==> src/rtl/mc_ctrl_pkg.sv <==
// mc_ctrl_pkg: shared types for the multicycle core control unit.
// Holds the FSM state enum, opcode map, datapath select encodings and opcode-class helpers.
// Contents: state_e, OP_* opcodes, alu_op_e, pc_src_e, func_e, ctl_t control bundle.
package mc_ctrl_pkg;

  localparam int OPCODE_W = 4;

  typedef enum logic [2:0] {
    ST_FETCH  = 3'd0,
    ST_DECODE = 3'd1,
    ST_EXEC   = 3'd2,
    ST_MEM    = 3'd3,
    ST_WB     = 3'd4,
    ST_HALT   = 3'd5
  } state_e;

  localparam logic [OPCODE_W-1:0] OP_ADD  = 4'd0;
  localparam logic [OPCODE_W-1:0] OP_SUB  = 4'd1;
  localparam logic [OPCODE_W-1:0] OP_AND  = 4'd2;
  localparam logic [OPCODE_W-1:0] OP_OR   = 4'd3;
  localparam logic [OPCODE_W-1:0] OP_ADDI = 4'd4;
  localparam logic [OPCODE_W-1:0] OP_ANDI = 4'd5;
  localparam logic [OPCODE_W-1:0] OP_LW   = 4'd6;
  localparam logic [OPCODE_W-1:0] OP_SW   = 4'd7;
  localparam logic [OPCODE_W-1:0] OP_BEQ  = 4'd8;
  localparam logic [OPCODE_W-1:0] OP_J    = 4'd9;
  localparam logic [OPCODE_W-1:0] OP_CALL = 4'd10;
  localparam logic [OPCODE_W-1:0] OP_RET  = 4'd11;
  localparam logic [OPCODE_W-1:0] OP_HALT = 4'd15;

  typedef enum logic [2:0] {
    ALU_ADD    = 3'd0,
    ALU_SUB    = 3'd1,
    ALU_AND    = 3'd2,
    ALU_OR     = 3'd3,
    ALU_PASS_B = 3'd4
  } alu_op_e;

  typedef enum logic [1:0] {
    PC_PLUS1  = 2'd0,
    PC_BRANCH = 2'd1,
    PC_JUMP   = 2'd2,
    PC_REG    = 2'd3
  } pc_src_e;

  typedef enum logic [1:0] {
    FMT_R = 2'd0,
    FMT_I = 2'd1,
    FMT_J = 2'd2,
    FMT_S = 2'd3
  } func_e;

  // All datapath controls produced by the FSM in one bundle.
  typedef struct packed {
    func_e   func;
    logic    pc_we;
    pc_src_e pc_src;
    logic    ir_we;
    logic    mem_req;
    logic    mem_we;
    logic    addr_sel;
    alu_op_e alu_op;
    logic    alu_src_b;
    logic    reg_we;
    logic    wb_sel;
    logic    halted;
    logic    fault;
  } ctl_t;

  function automatic func_e op_format(input logic [OPCODE_W-1:0] op);
    func_e f;
    case (op)
      OP_ADD, OP_SUB, OP_AND, OP_OR:                 f = FMT_R;
      OP_ADDI, OP_ANDI, OP_LW, OP_SW, OP_BEQ:        f = FMT_I;
      OP_J, OP_CALL:                                 f = FMT_J;
      OP_RET:                                        f = FMT_S;
      default:                                       f = FMT_R;
    endcase
    return f;
  endfunction

  function automatic alu_op_e op_alu(input logic [OPCODE_W-1:0] op);
    alu_op_e a;
    case (op)
      OP_SUB, OP_BEQ:  a = ALU_SUB;
      OP_AND, OP_ANDI: a = ALU_AND;
      OP_OR:           a = ALU_OR;
      OP_CALL:         a = ALU_PASS_B;
      default:         a = ALU_ADD;
    endcase
    return a;
  endfunction

  // Immediate operand on ALU port B for I-type ALU and load/store address forms.
  function automatic logic op_imm(input logic [OPCODE_W-1:0] op);
    return (op == OP_ADDI) || (op == OP_ANDI) || (op == OP_LW) || (op == OP_SW);
  endfunction

  // Opcodes 0..11 execute; HALT and every unassigned opcode stop the core.
  function automatic logic op_runs(input logic [OPCODE_W-1:0] op);
    return op <= OP_RET;
  endfunction

endpackage

==> src/rtl/multicycle_control_unit_if.sv <==
// multicycle_control_unit_if: status inputs and control outputs between the FSM and datapath.
// master = control unit (reads opcode/mode/zero/mem_ready, drives all controls);
// slave = datapath/memory side. Purely combinational wiring, no latency, no flow control.
interface multicycle_control_unit_if #(
  parameter int OPW = 4
);
  logic [OPW-1:0] opcode;
  logic           mode;
  logic           zero;
  logic           mem_ready;

  logic [1:0]     func;
  logic           pc_we;
  logic [1:0]     pc_src;
  logic           ir_we;
  logic           mem_req;
  logic           mem_we;
  logic           addr_sel;
  logic [2:0]     alu_op;
  logic           alu_src_b;
  logic           reg_we;
  logic           wb_sel;
  logic           halted;
  logic           fault;

  modport master (
    input  opcode, mode, zero, mem_ready,
    output func, pc_we, pc_src, ir_we, mem_req, mem_we, addr_sel,
           alu_op, alu_src_b, reg_we, wb_sel, halted, fault
  );

  modport slave (
    output opcode, mode, zero, mem_ready,
    input  func, pc_we, pc_src, ir_we, mem_req, mem_we, addr_sel,
           alu_op, alu_src_b, reg_we, wb_sel, halted, fault
  );
endinterface

==> src/rtl/mem_wait_timer.sv <==
// mem_wait_timer: counts cycles a memory request waits for mem_ready; flags expiry.
// Latency: expire is combinational in the cycle the count would reach TMO_LIMIT.
// Backpressure: none; clr has priority over inc. Ports: clk, rst_n, clr, inc, expire.
module mem_wait_timer #(
  parameter int TMO_W     = 4,
  parameter int TMO_LIMIT = 15
) (
  input  logic clk,
  input  logic rst_n,
  input  logic clr,
  input  logic inc,
  output logic expire
);
  logic [TMO_W-1:0] cnt_q, cnt_d;

  always_comb begin
    cnt_d = cnt_q;
    if (clr) begin
      cnt_d = '0;
    end else if (inc) begin
      cnt_d = cnt_q + TMO_W'(1);
    end
  end

  // The wait cycle that would make the count equal TMO_LIMIT is the last one allowed.
  assign expire = inc && (cnt_q == TMO_W'(TMO_LIMIT - 1));

  always_ff @(posedge clk or negedge rst_n) begin
    if (!rst_n) begin
      cnt_q <= '0;
    end else begin
      cnt_q <= cnt_d;
    end
  end
endmodule

==> src/rtl/multicycle_control_unit.sv <==
// multicycle_control_unit: FETCH/DECODE/EXEC/MEM/WB sequencer for the multicycle 16-bit core.
// Latency: R/I 4, LW 5, SW 4, branch/jump 3 cycles; FETCH and MEM stall until mem_ready.
// Backpressure: mem_req held until mem_ready. Ports: clk, rst_n, bus (master modport).
// Optional feature macro MEM_TIMEOUT_EN: memory-wait watchdog -> HALT with sticky fault.
module multicycle_control_unit
  import mc_ctrl_pkg::*;
#(
  parameter int OPW       = OPCODE_W,
  parameter int TMO_W     = 4,
  parameter int TMO_LIMIT = 15
) (
  input  logic                      clk,
  input  logic                      rst_n,
  multicycle_control_unit_if.master bus
);
  state_e         state_q, state_d, state_nxt;
  logic [OPW-1:0] op_q, op_d;
  ctl_t           ctl, ctl_o;
  logic           fault_q;

  // Next state and Moore controls. DECODE looks at the live IR field (just loaded);
  // later states use the opcode captured at DECODE.
  always_comb begin
    state_nxt = state_q;
    op_d      = op_q;
    ctl       = '0;
    ctl.fault = fault_q;

    case (state_q)
      ST_FETCH: begin
        ctl.mem_req  = 1'b1;
        ctl.addr_sel = 1'b0;
        if (bus.mem_ready) begin
          ctl.ir_we  = 1'b1;
          ctl.pc_we  = 1'b1;
          ctl.pc_src = PC_PLUS1;
          state_nxt  = ST_DECODE;
        end
      end

      ST_DECODE: begin
        op_d      = bus.opcode;
        ctl.func  = op_format(bus.opcode);
        state_nxt = op_runs(bus.opcode) ? ST_EXEC : ST_HALT;
      end

      ST_EXEC: begin
        ctl.func      = op_format(op_q);
        ctl.alu_op    = op_alu(op_q);
        ctl.alu_src_b = op_imm(op_q);
        state_nxt     = ST_FETCH;
        case (op_q)
          OP_LW, OP_SW: state_nxt = ST_MEM;
          OP_BEQ: begin
            // mode turns BEQ into BNE.
            ctl.pc_we  = bus.zero ^ bus.mode;
            ctl.pc_src = PC_BRANCH;
          end
          OP_J: begin
            ctl.pc_we  = 1'b1;
            ctl.pc_src = PC_JUMP;
          end
          OP_CALL: begin
            // Link: R7 <- PASS_B of the already-incremented PC, same cycle as the jump.
            ctl.pc_we  = 1'b1;
            ctl.pc_src = PC_JUMP;
            ctl.reg_we = 1'b1;
          end
          OP_RET: begin
            ctl.pc_we  = 1'b1;
            ctl.pc_src = PC_REG;
          end
          default: state_nxt = ST_WB;
        endcase
      end

      ST_MEM: begin
        // Keep the address computation driven while the access is outstanding.
        ctl.func      = op_format(op_q);
        ctl.alu_op    = op_alu(op_q);
        ctl.alu_src_b = op_imm(op_q);
        ctl.mem_req   = 1'b1;
        ctl.addr_sel  = 1'b1;
        ctl.mem_we    = (op_q == OP_SW);
        if (bus.mem_ready) begin
          state_nxt = (op_q == OP_SW) ? ST_FETCH : ST_WB;
        end
      end

      ST_WB: begin
        ctl.func      = op_format(op_q);
        ctl.alu_op    = op_alu(op_q);
        ctl.alu_src_b = op_imm(op_q);
        ctl.reg_we    = 1'b1;
        ctl.wb_sel    = (op_q == OP_LW);
        state_nxt     = ST_FETCH;
      end

      ST_HALT: begin
        ctl.halted = 1'b1;
      end

      default: state_nxt = ST_FETCH;
    endcase
  end

`ifdef MEM_TIMEOUT_EN
  logic tmo_inc, tmo_clr, tmo_expire, fault_d;

  assign tmo_inc = ctl.mem_req & ~bus.mem_ready;
  // Any state change clears the count, so it starts at zero on entry to FETCH or MEM.
  assign tmo_clr = (state_d != state_q);

  mem_wait_timer #(
    .TMO_W     (TMO_W),
    .TMO_LIMIT (TMO_LIMIT)
  ) u_mem_wait_timer (
    .clk    (clk),
    .rst_n  (rst_n),
    .clr    (tmo_clr),
    .inc    (tmo_inc),
    .expire (tmo_expire)
  );

  always_comb begin
    state_d = state_nxt;
    fault_d = fault_q;
    if (tmo_expire) begin
      state_d = ST_HALT;
      fault_d = 1'b1;
    end
  end

  always_ff @(posedge clk or negedge rst_n) begin
    if (!rst_n) begin
      fault_q <= 1'b0;
    end else begin
      fault_q <= fault_d;
    end
  end
`else
  logic unused_tmo_cfg;

  assign state_d        = state_nxt;
  assign fault_q        = 1'b0;
  assign unused_tmo_cfg = ^{TMO_W[0], TMO_LIMIT[0]};
`endif

  always_ff @(posedge clk or negedge rst_n) begin
    if (!rst_n) begin
      state_q <= ST_FETCH;
      op_q    <= '0;
    end else begin
      state_q <= state_d;
      op_q    <= op_d;
    end
  end

  // Reset forces every control low at once, so an access or write in flight is dropped
  // immediately rather than at the next edge.
  assign ctl_o = rst_n ? ctl : '0;

  assign bus.func      = ctl_o.func;
  assign bus.pc_we     = ctl_o.pc_we;
  assign bus.pc_src    = ctl_o.pc_src;
  assign bus.ir_we     = ctl_o.ir_we;
  assign bus.mem_req   = ctl_o.mem_req;
  assign bus.mem_we    = ctl_o.mem_we;
  assign bus.addr_sel  = ctl_o.addr_sel;
  assign bus.alu_op    = ctl_o.alu_op;
  assign bus.alu_src_b = ctl_o.alu_src_b;
  assign bus.reg_we    = ctl_o.reg_we;
  assign bus.wb_sel    = ctl_o.wb_sel;
  assign bus.halted    = ctl_o.halted;
  assign bus.fault     = ctl_o.fault;
endmodule

==> src/flat_wrapper.sv <==
// flat-port wrapper written by rule: the top's interface ports become plain ports
module multicycle_control_unit_flat import mc_ctrl_pkg::*;
#(
  parameter int OPW       = OPCODE_W,
  parameter int TMO_W     = 4,
  parameter int TMO_LIMIT = 15
)
  (clk, rst_n, bus_opcode, bus_mode, bus_zero, bus_mem_ready, bus_func, bus_pc_we, bus_pc_src, bus_ir_we, bus_mem_req, bus_mem_we, bus_addr_sel, bus_alu_op, bus_alu_src_b, bus_reg_we, bus_wb_sel, bus_halted, bus_fault);
  multicycle_control_unit_if #(.OPW(OPW)) bus_i ();
  input  logic clk;
  input  logic rst_n;
  input wire logic [$bits(bus_i.opcode)-1:0] bus_opcode;
  input wire logic [$bits(bus_i.mode)-1:0] bus_mode;
  input wire logic [$bits(bus_i.zero)-1:0] bus_zero;
  input wire logic [$bits(bus_i.mem_ready)-1:0] bus_mem_ready;
  output wire logic [$bits(bus_i.func)-1:0] bus_func;
  output wire logic [$bits(bus_i.pc_we)-1:0] bus_pc_we;
  output wire logic [$bits(bus_i.pc_src)-1:0] bus_pc_src;
  output wire logic [$bits(bus_i.ir_we)-1:0] bus_ir_we;
  output wire logic [$bits(bus_i.mem_req)-1:0] bus_mem_req;
  output wire logic [$bits(bus_i.mem_we)-1:0] bus_mem_we;
  output wire logic [$bits(bus_i.addr_sel)-1:0] bus_addr_sel;
  output wire logic [$bits(bus_i.alu_op)-1:0] bus_alu_op;
  output wire logic [$bits(bus_i.alu_src_b)-1:0] bus_alu_src_b;
  output wire logic [$bits(bus_i.reg_we)-1:0] bus_reg_we;
  output wire logic [$bits(bus_i.wb_sel)-1:0] bus_wb_sel;
  output wire logic [$bits(bus_i.halted)-1:0] bus_halted;
  output wire logic [$bits(bus_i.fault)-1:0] bus_fault;
  assign bus_i.opcode = bus_opcode;
  assign bus_i.mode = bus_mode;
  assign bus_i.zero = bus_zero;
  assign bus_i.mem_ready = bus_mem_ready;
  assign bus_func = bus_i.func;
  assign bus_pc_we = bus_i.pc_we;
  assign bus_pc_src = bus_i.pc_src;
  assign bus_ir_we = bus_i.ir_we;
  assign bus_mem_req = bus_i.mem_req;
  assign bus_mem_we = bus_i.mem_we;
  assign bus_addr_sel = bus_i.addr_sel;
  assign bus_alu_op = bus_i.alu_op;
  assign bus_alu_src_b = bus_i.alu_src_b;
  assign bus_reg_we = bus_i.reg_we;
  assign bus_wb_sel = bus_i.wb_sel;
  assign bus_halted = bus_i.halted;
  assign bus_fault = bus_i.fault;
  multicycle_control_unit #(.OPW(OPW), .TMO_W(TMO_W), .TMO_LIMIT(TMO_LIMIT)) u_core (.clk(clk), .rst_n(rst_n), .bus(bus_i));
endmodule
==> config.mk <==
export PLATFORM = sky130hd
export DESIGN_NAME = multicycle_control_unit_flat
export DESIGN_NICKNAME = d
export VERILOG_FILES = /design/src/rtl/mc_ctrl_pkg.sv /design/src/rtl/multicycle_control_unit_if.sv /design/src/rtl/mem_wait_timer.sv /design/src/rtl/multicycle_control_unit.sv /design/src/flat_wrapper.sv
export SDC_FILE = /design/constraint.sdc
export NUM_CORES = 1
export LEC_CHECK = 0
export ABC_AREA = 1
export BUFFER_PORTS_ARGS = -buffer_cell sky130_fd_sc_hd__buf_2
export CAP_MARGIN = 40
export CORE_UTILIZATION = 52
export CTS_CLUSTER_SIZE = 8
export DETAILED_ROUTE_END_ITERATION = 12
export PLACE_DENSITY = 0.83
export SETUP_SLACK_MARGIN = 0.05
export SYNTH_ARGS = -nofsm -noshare
export SYNTH_HDL_FRONTEND = slang
export SYNTH_SLANG_ARGS = --single-unit
==> constraint.sdc <==
create_clock -name clk -period 2.3 [get_ports clk]
set_clock_uncertainty 0.15 [all_clocks]
set_input_delay 0.115 -clock clk [delete_from_list [all_inputs] [get_ports clk]]
set_output_delay 0.115 -clock clk [all_outputs]
set_load 0.05 [all_outputs]
==> reports/results.ini, run 1 <==
[timing]
fin_hold_ws_ns=0.0001623
drv_slew=0
hold_viol=0
rsz0062_at_grt=false
fmax_mhz=495.4
setup_ws_ns=0.2816
tns_ns=0
post-route-period-util_pct=87.76
min_period_ns=2.018
setup_viol_count_final=0

[detailed_routing]
postRouteAntennaNets=0
wl_per_cell_um=10.68
vias=845
vias_per_cell=5.248
drc=0
wl_um=1719
drt_first_pass_iters=4
drtIter0Drc=31

[synth]
synth-main-ff-cell=dfrtp_1
synth_top_area_cell=dfrtp_1
synthTopCellsByCount=23 x nand2_1, 20 x inv_1, 14 x nor2_1, 12 x nand3_1, 8 x o21ai_0
yosysTopAreaCellShare_pct=23.73
synth_area_um2=738.2
synth.distinct_cells=27
yosysSeqAreaShare_pct=23.73
synthArstFlopShare_pct=100.0
yosysWarnings=0
yosysMostFrequentCell=nand2_1
synth_nets=131
netlist_instances=117
synth_edf_count=0
ys_ff_latch=7
synth_area_per_cell_um2=6.309
netlist_top_cells_area=dfrtp_1 24%, nand2_1 12%, inv_1 10%

[setup_path]
crit_family=buffers and inverters
critical_path.cell_chain=dlygate4sd3_1, buf_2, inv_1, nor2_1, nand3_1, nand3b_1, buf_2
max_stage_delay_ns=0.52
cp_slowest_cell=dlygate4sd3_1
cp-end-kind=output port
path_common_cell=buf_2
crit_type=input pin to output port
crit_required_ns=2.04
cp-start-kind=input pin
crit_fanout=11
worst-path-buf-inv=4
r2r_setup_slack_ns=0.77
arrival_ns=1.75
rr_worst_depth=8
crit_cells=7

[power]
ir_drop_mv=0.7091
p_leak_nw=0.5313
total_power_w=0.001109
p_per_area_nw_per_um2=1211

[cells_and_area]
syn2layout_area_growth_pct=24.07
drive_gt1_share_pct=27.40
diodes=0
design_area_um2=915.9
final_nets=161

[floorplanning]
core.rowCount=13
die_w_um=39.68
initial_utilization_pct=56.03
core_um2=1318
ioPinCount=26
die-area_um2=1574
die_y_um=39.68

[clock_network]
cts_sinks=7
insertion_delay_ns=0.25
cts_tree=yes
cts-buffers-inserted=3
root_buffer=clkbuf_4
clock_path_buffers=2
clk_pin_slew_worst_paths_ns=0.05
cts_resized=0
cts_max_level=1

[global_route]
grt-ovfl-total=0
grt_max_degree=12
grt_pass1_vias=693
grtUsageTotal_pct=26.90
antenna_found_initial=0
grt_pass1_wl_um=2732

[placement]
dpl_cell_area_um2=869.6
gp_congestion=0.7774
dp_slack_ns=0.5874
port_buffers=24
dpl.hpwl_um=1362

[hold_path]
whs_path_depth=3
min_path_type=input pin to register

[run]
cap_violations=0

[outcome]
status=completed

==> tightest hold or removal path: cells and delay by family <==
| family | cells | cell delay (ns) |
|---|---|---|
| buffers and inverters | 2 | 0.14 |
| AOI/OAI and AO/OA | 1 | 0.09 |
==> state kept, by name, indices dropped and copies added (netlist names) <==
| signal | flops |
|---|---|
| u_core.op_q | 4 |
| u_core.state_q | 3 |
==> per-layer routing <==
metal | vias up | track usage (%) | routed length [µm]
met5 | - | 0 | 0
li1 | 428 | - | -
met2 | 37 | 46.72 | 772
met3 | 4 | 3.409 | 109
met1 | 376 | 30.99 | 796
met4 | 0 | 15.52 | 40
==> timing repair <==
item / 4_1_cts / 5_1_grt
hold buffers: 2 / 0
buffers inserted: 0 / 0
endpoints found under the hold margin: 8 / 0
==> cell usage in the layout, fill, tap and decap left out, types with 2 or more instances in the layout <==
master / netlist / routed
a21oi_1: 3 / 3
nand2_1: 23 / 23
inv_1: 20 / 20
inv_2: 4 / 4
buf_2: 0 / 24
o21ai_0: 8 / 8
dlygate4sd3_1: 0 / 2
nor3_1: 2 / 2
nand3b_1: 2 / 2
clkbuf_4: 0 / 3
nand3_1: 12 / 12
ha_1: 5 / 5
nor2_1: 14 / 14
dfrtp_1: 7 / 7
o21ai_1: 2 / 2
==> report_power, final <==
group | internal [W] | switching (W)
clock | 0.0000660 | 0.0000428
combinational | 0.000220 | 0.000534
sequential | 0.000181 | 0.0000653
total | 0.000467 | 0.000642
==> path summary, 6_finish.rpt <==
path	end	start
max	bus_pc_we	rst_n
min	u_core.op_q[1]	bus_opcode[1]
max reg2reg	u_core.state_q[0]	u_core.op_q[0]
min reg2reg	u_core.op_q[2]	u_core.op_q[2]
max in group asynchronous	u_core.op_q[2]	rst_n
min in group asynchronous	u_core.state_q[2]	rst_n
==> per-stage QoR <==
stage          util [%]  cells
4_1_cts           69.52    161
5_1_grt           69.52    161
6_report          69.52    161
3_5_place_dp      66.00    155
2_1_floorplan         -    117
3_3_place_gp      66.00    155
==> cell type report <==
class	count	area [µm²]
fillers	119	401.6
multi-input cells	85	465.4
flip-flops and latches	7	175.2
well taps	15	18.77
repair buffers	26	140.1
inverters	24	90.09
clock buffers	4	26.28
==> cell families after synthesis <==
kind of cell | after synthesis | synth area share, %
XOR/XNOR | 1 | 1.187
AO/OA/AOI/OAI | 19 | 15.59
buffers and inverters | 25 | 13.22
AND/OR/NAND/NOR | 59 | 37.29
adder cells (fa/ha/maj) | 5 | 8.475
flip-flops | 7 | 23.73
other | 1 | 0.5080
Note: power is estimated with default switching activity, not from simulation.
==> inputs of run 2 (changes only) <==
--- a/config.mk
+++ b/config.mk
@@ -12,6 +12,7 @@
 export CTS_CLUSTER_SIZE = 8
 export DETAILED_ROUTE_END_ITERATION = 12
 export PLACE_DENSITY = 0.83
+export REMOVE_ABC_BUFFERS = 1
 export SETUP_SLACK_MARGIN = 0.05
 export SYNTH_ARGS = -nofsm -noshare
 export SYNTH_HDL_FRONTEND = slang
==> run 2 against run 1 <==
Compared with the run above:
- fmax decreased by 1.0%
- hold slack better by 0.017 ns
- total power fell by 0.48%
- core utilization rose by 1.5 points
- critical path type unchanged
- final cell count up 1.2%
- first-iteration DRC count decreased by 58%
- sequential share of layout area fell by 0.41 points
- highest routed layer unchanged
==> reports/results.ini, run 2 (synthesis results as in run 1) <==
[timing]
fmax_mhz=490.5
drv_slew=0
setup_viol_count_final=0
min_period_ns=2.039
fin_hold_ws_ns=0.01669
hold_viol=0
post-route-period-util_pct=88.65
rsz0062_at_grt=false
tns_ns=0

[detailed_routing]
drc=0
wl_per_cell_um=10.04
postRouteAntennaNets=0
wl_um=1637
vias=803
vias_per_cell=4.926
drtIter0Drc=13
drt_first_pass_iters=4

[setup_path]
worst-path-buf-inv=4
cp-start-kind=input pin
crit_fanout=2
r2r_setup_slack_ns=0.77
crit_required_ns=2.04
max_stage_delay_ns=0.52
cp-end-kind=output port
cp_slowest_cell=dlygate4sd3_1
reg2reg_to=u_core.state_q[2]
critical_path.cell_chain=dlygate4sd3_1, buf_2, inv_1, ha_1, o21ai_0, nand3_1, a21oi_1, buf_2
crit_end=bus_func[0]
crit_family=buffers and inverters
crit_cells=8
cp-startpoint=bus_opcode[0]
path_common_cell=buf_2
arrival_ns=1.77
crit-reg2reg-launch=u_core.op_q[0]
crit_type=input pin to output port
rr_worst_depth=9

[global_route]
grt_use_met1_pct=28.32
grt-ovfl-total=0
grtUsageMet3_pct=3.409
grt_busiest_layer=met2
gr-usage-met2_pct=42.62
grt_max_degree=12
antenna_found_initial=0
grtUsageTotal_pct=24.11
grt_pass1_vias=648
grt_pass1_wl_um=2504

[clock_network]
cts_tree=yes
root_buffer=clkbuf_4
clk_pin_slew_worst_paths_ns=0.05
cts_sinks=7
cts_max_level=1
cts-buffers-inserted=3
insertion_delay_ns=0.25
clock_path_buffers=2

[placement]
dpl.hpwl_um=1343
gp_congestion=0.7838
port_buffers=24

[floorplanning]
die-area_um2=1574
die_w_um=39.68
initial_utilization_pct=56.03
die_y_um=39.68
core.rowCount=13
core_um2=1318
ioPinCount=26

[cells_and_area]
diodes=0
syn2layout_area_growth_pct=26.78
nFillCells=123
final_common_cell=buf_2
largest_register_ffs=4
mostFrequentLayoutCells=24 x buf_2, 23 x nand2_1, 20 x inv_1, 14 x nor2_1, 12 x nand3_1
drive_gt1_share_pct=27.03
top_register=u_core.op_q
largestRegisters=u_core.op_q (4), u_core.state_q (3)
final_nets=163

[run]
cap_violations=0

[hold_path]
min_path_type=input pin to register
min_from=bus_opcode[2]

[outcome]
status=completed

[power]
p_per_area_nw_per_um2=1179
ir_drop_mv=0.6741
p_leak_nw=0.5396

-- run 2: changes by cell type in the layout (fill, tap and decap cells not counted) --
cell           delta
dlygate4sd3_1     +2
-- run 2: through the flow --
| step | setup slack [ns] | total power (W) | area, µm² | instances | utilization, % |
|---|---|---|---|---|---|
| 6_report | 0.2611 | 0.001103 | 935.9 | 163 | 71.04 |
| 2_1_floorplan | 0.1463 | 0.0008291 | 730.7 | 116 | - |
| 4_1_cts | 0.2817 | 0.001103 | 935.9 | 163 | 71.04 |
| 5_1_grt | 0.1522 | 0.001212 | 935.9 | 163 | 71.04 |
| 3_5_place_dp | 0.5946 | 0.0009833 | 869.6 | 155 | 66.00 |
| 3_3_place_gp | 0.6438 | 0.0009610 | 869.6 | 155 | 66.00 |
-- run 2: how the worst min path moves through the flow --
| stage | end | slack, ns | cells after the start |
|---|---|---|---|
| after floorplan | u_core.op_q[0] | -0.33 | 0 |
| after global placement | u_core.state_q[0] | -0.17 | 1 |
| after detailed placement | u_core.state_q[2] | -0.17 | 1 |
| after CTS | u_core.op_q[2] | 0.02 | 3 |
| after global routing | u_core.op_q[2] | 0.04 | 3 |
| final | u_core.op_q[2] | 0.02 | 3 |
-- run 2: tightest hold or removal path, delay by kind of cell --
kind	cells	cell delay [ns]
AOI/OAI and AO/OA	1	0.09
buffers and inverters	2	0.16
-- run 2: where the power goes --
part | internal (W) | total [W] | switching [W]
logic | 0.000222 | 0.000743 | 0.000521
clock network | 0.0000662 | 0.000112 | 0.0000455
registers | 0.000181 | 0.000248 | 0.0000673
total | 0.000469 | 0.00110 | 0.000634
-- run 2: timing repair --
| action | 4_1_cts | 5_1_grt |
|---|---|---|
| gates resized for setup | 0 | 0 |
| buffers inserted | 0 | 0 |
| endpoints found under the hold margin | 10 | 0 |
| endpoints found under the setup margin | 0 | 0 |
| hold buffers | 4 | 0 |
-- run 2: per-layer routing --
layer,vias to the layer above,part of all wire (%)
met4,0,1.5
met1,341,45
li1,431,-
met3,4,4.3
met2,27,49
met5,-,0
-- run 2: final cells by class --
cell class / instances / area, µm² / share of cell area (%)
Multi-Input combinational cell: 85 / 465.4 / 49.73
Sequential cell: 7 / 175.2 / 18.72
Timing Repair Buffer: 28 / 160.2 / 17.11
Inverter: 24 / 90.09 / 9.626
Clock buffer: 4 / 26.28 / 2.807
Tap cell: 15 / 18.77 / 2.005
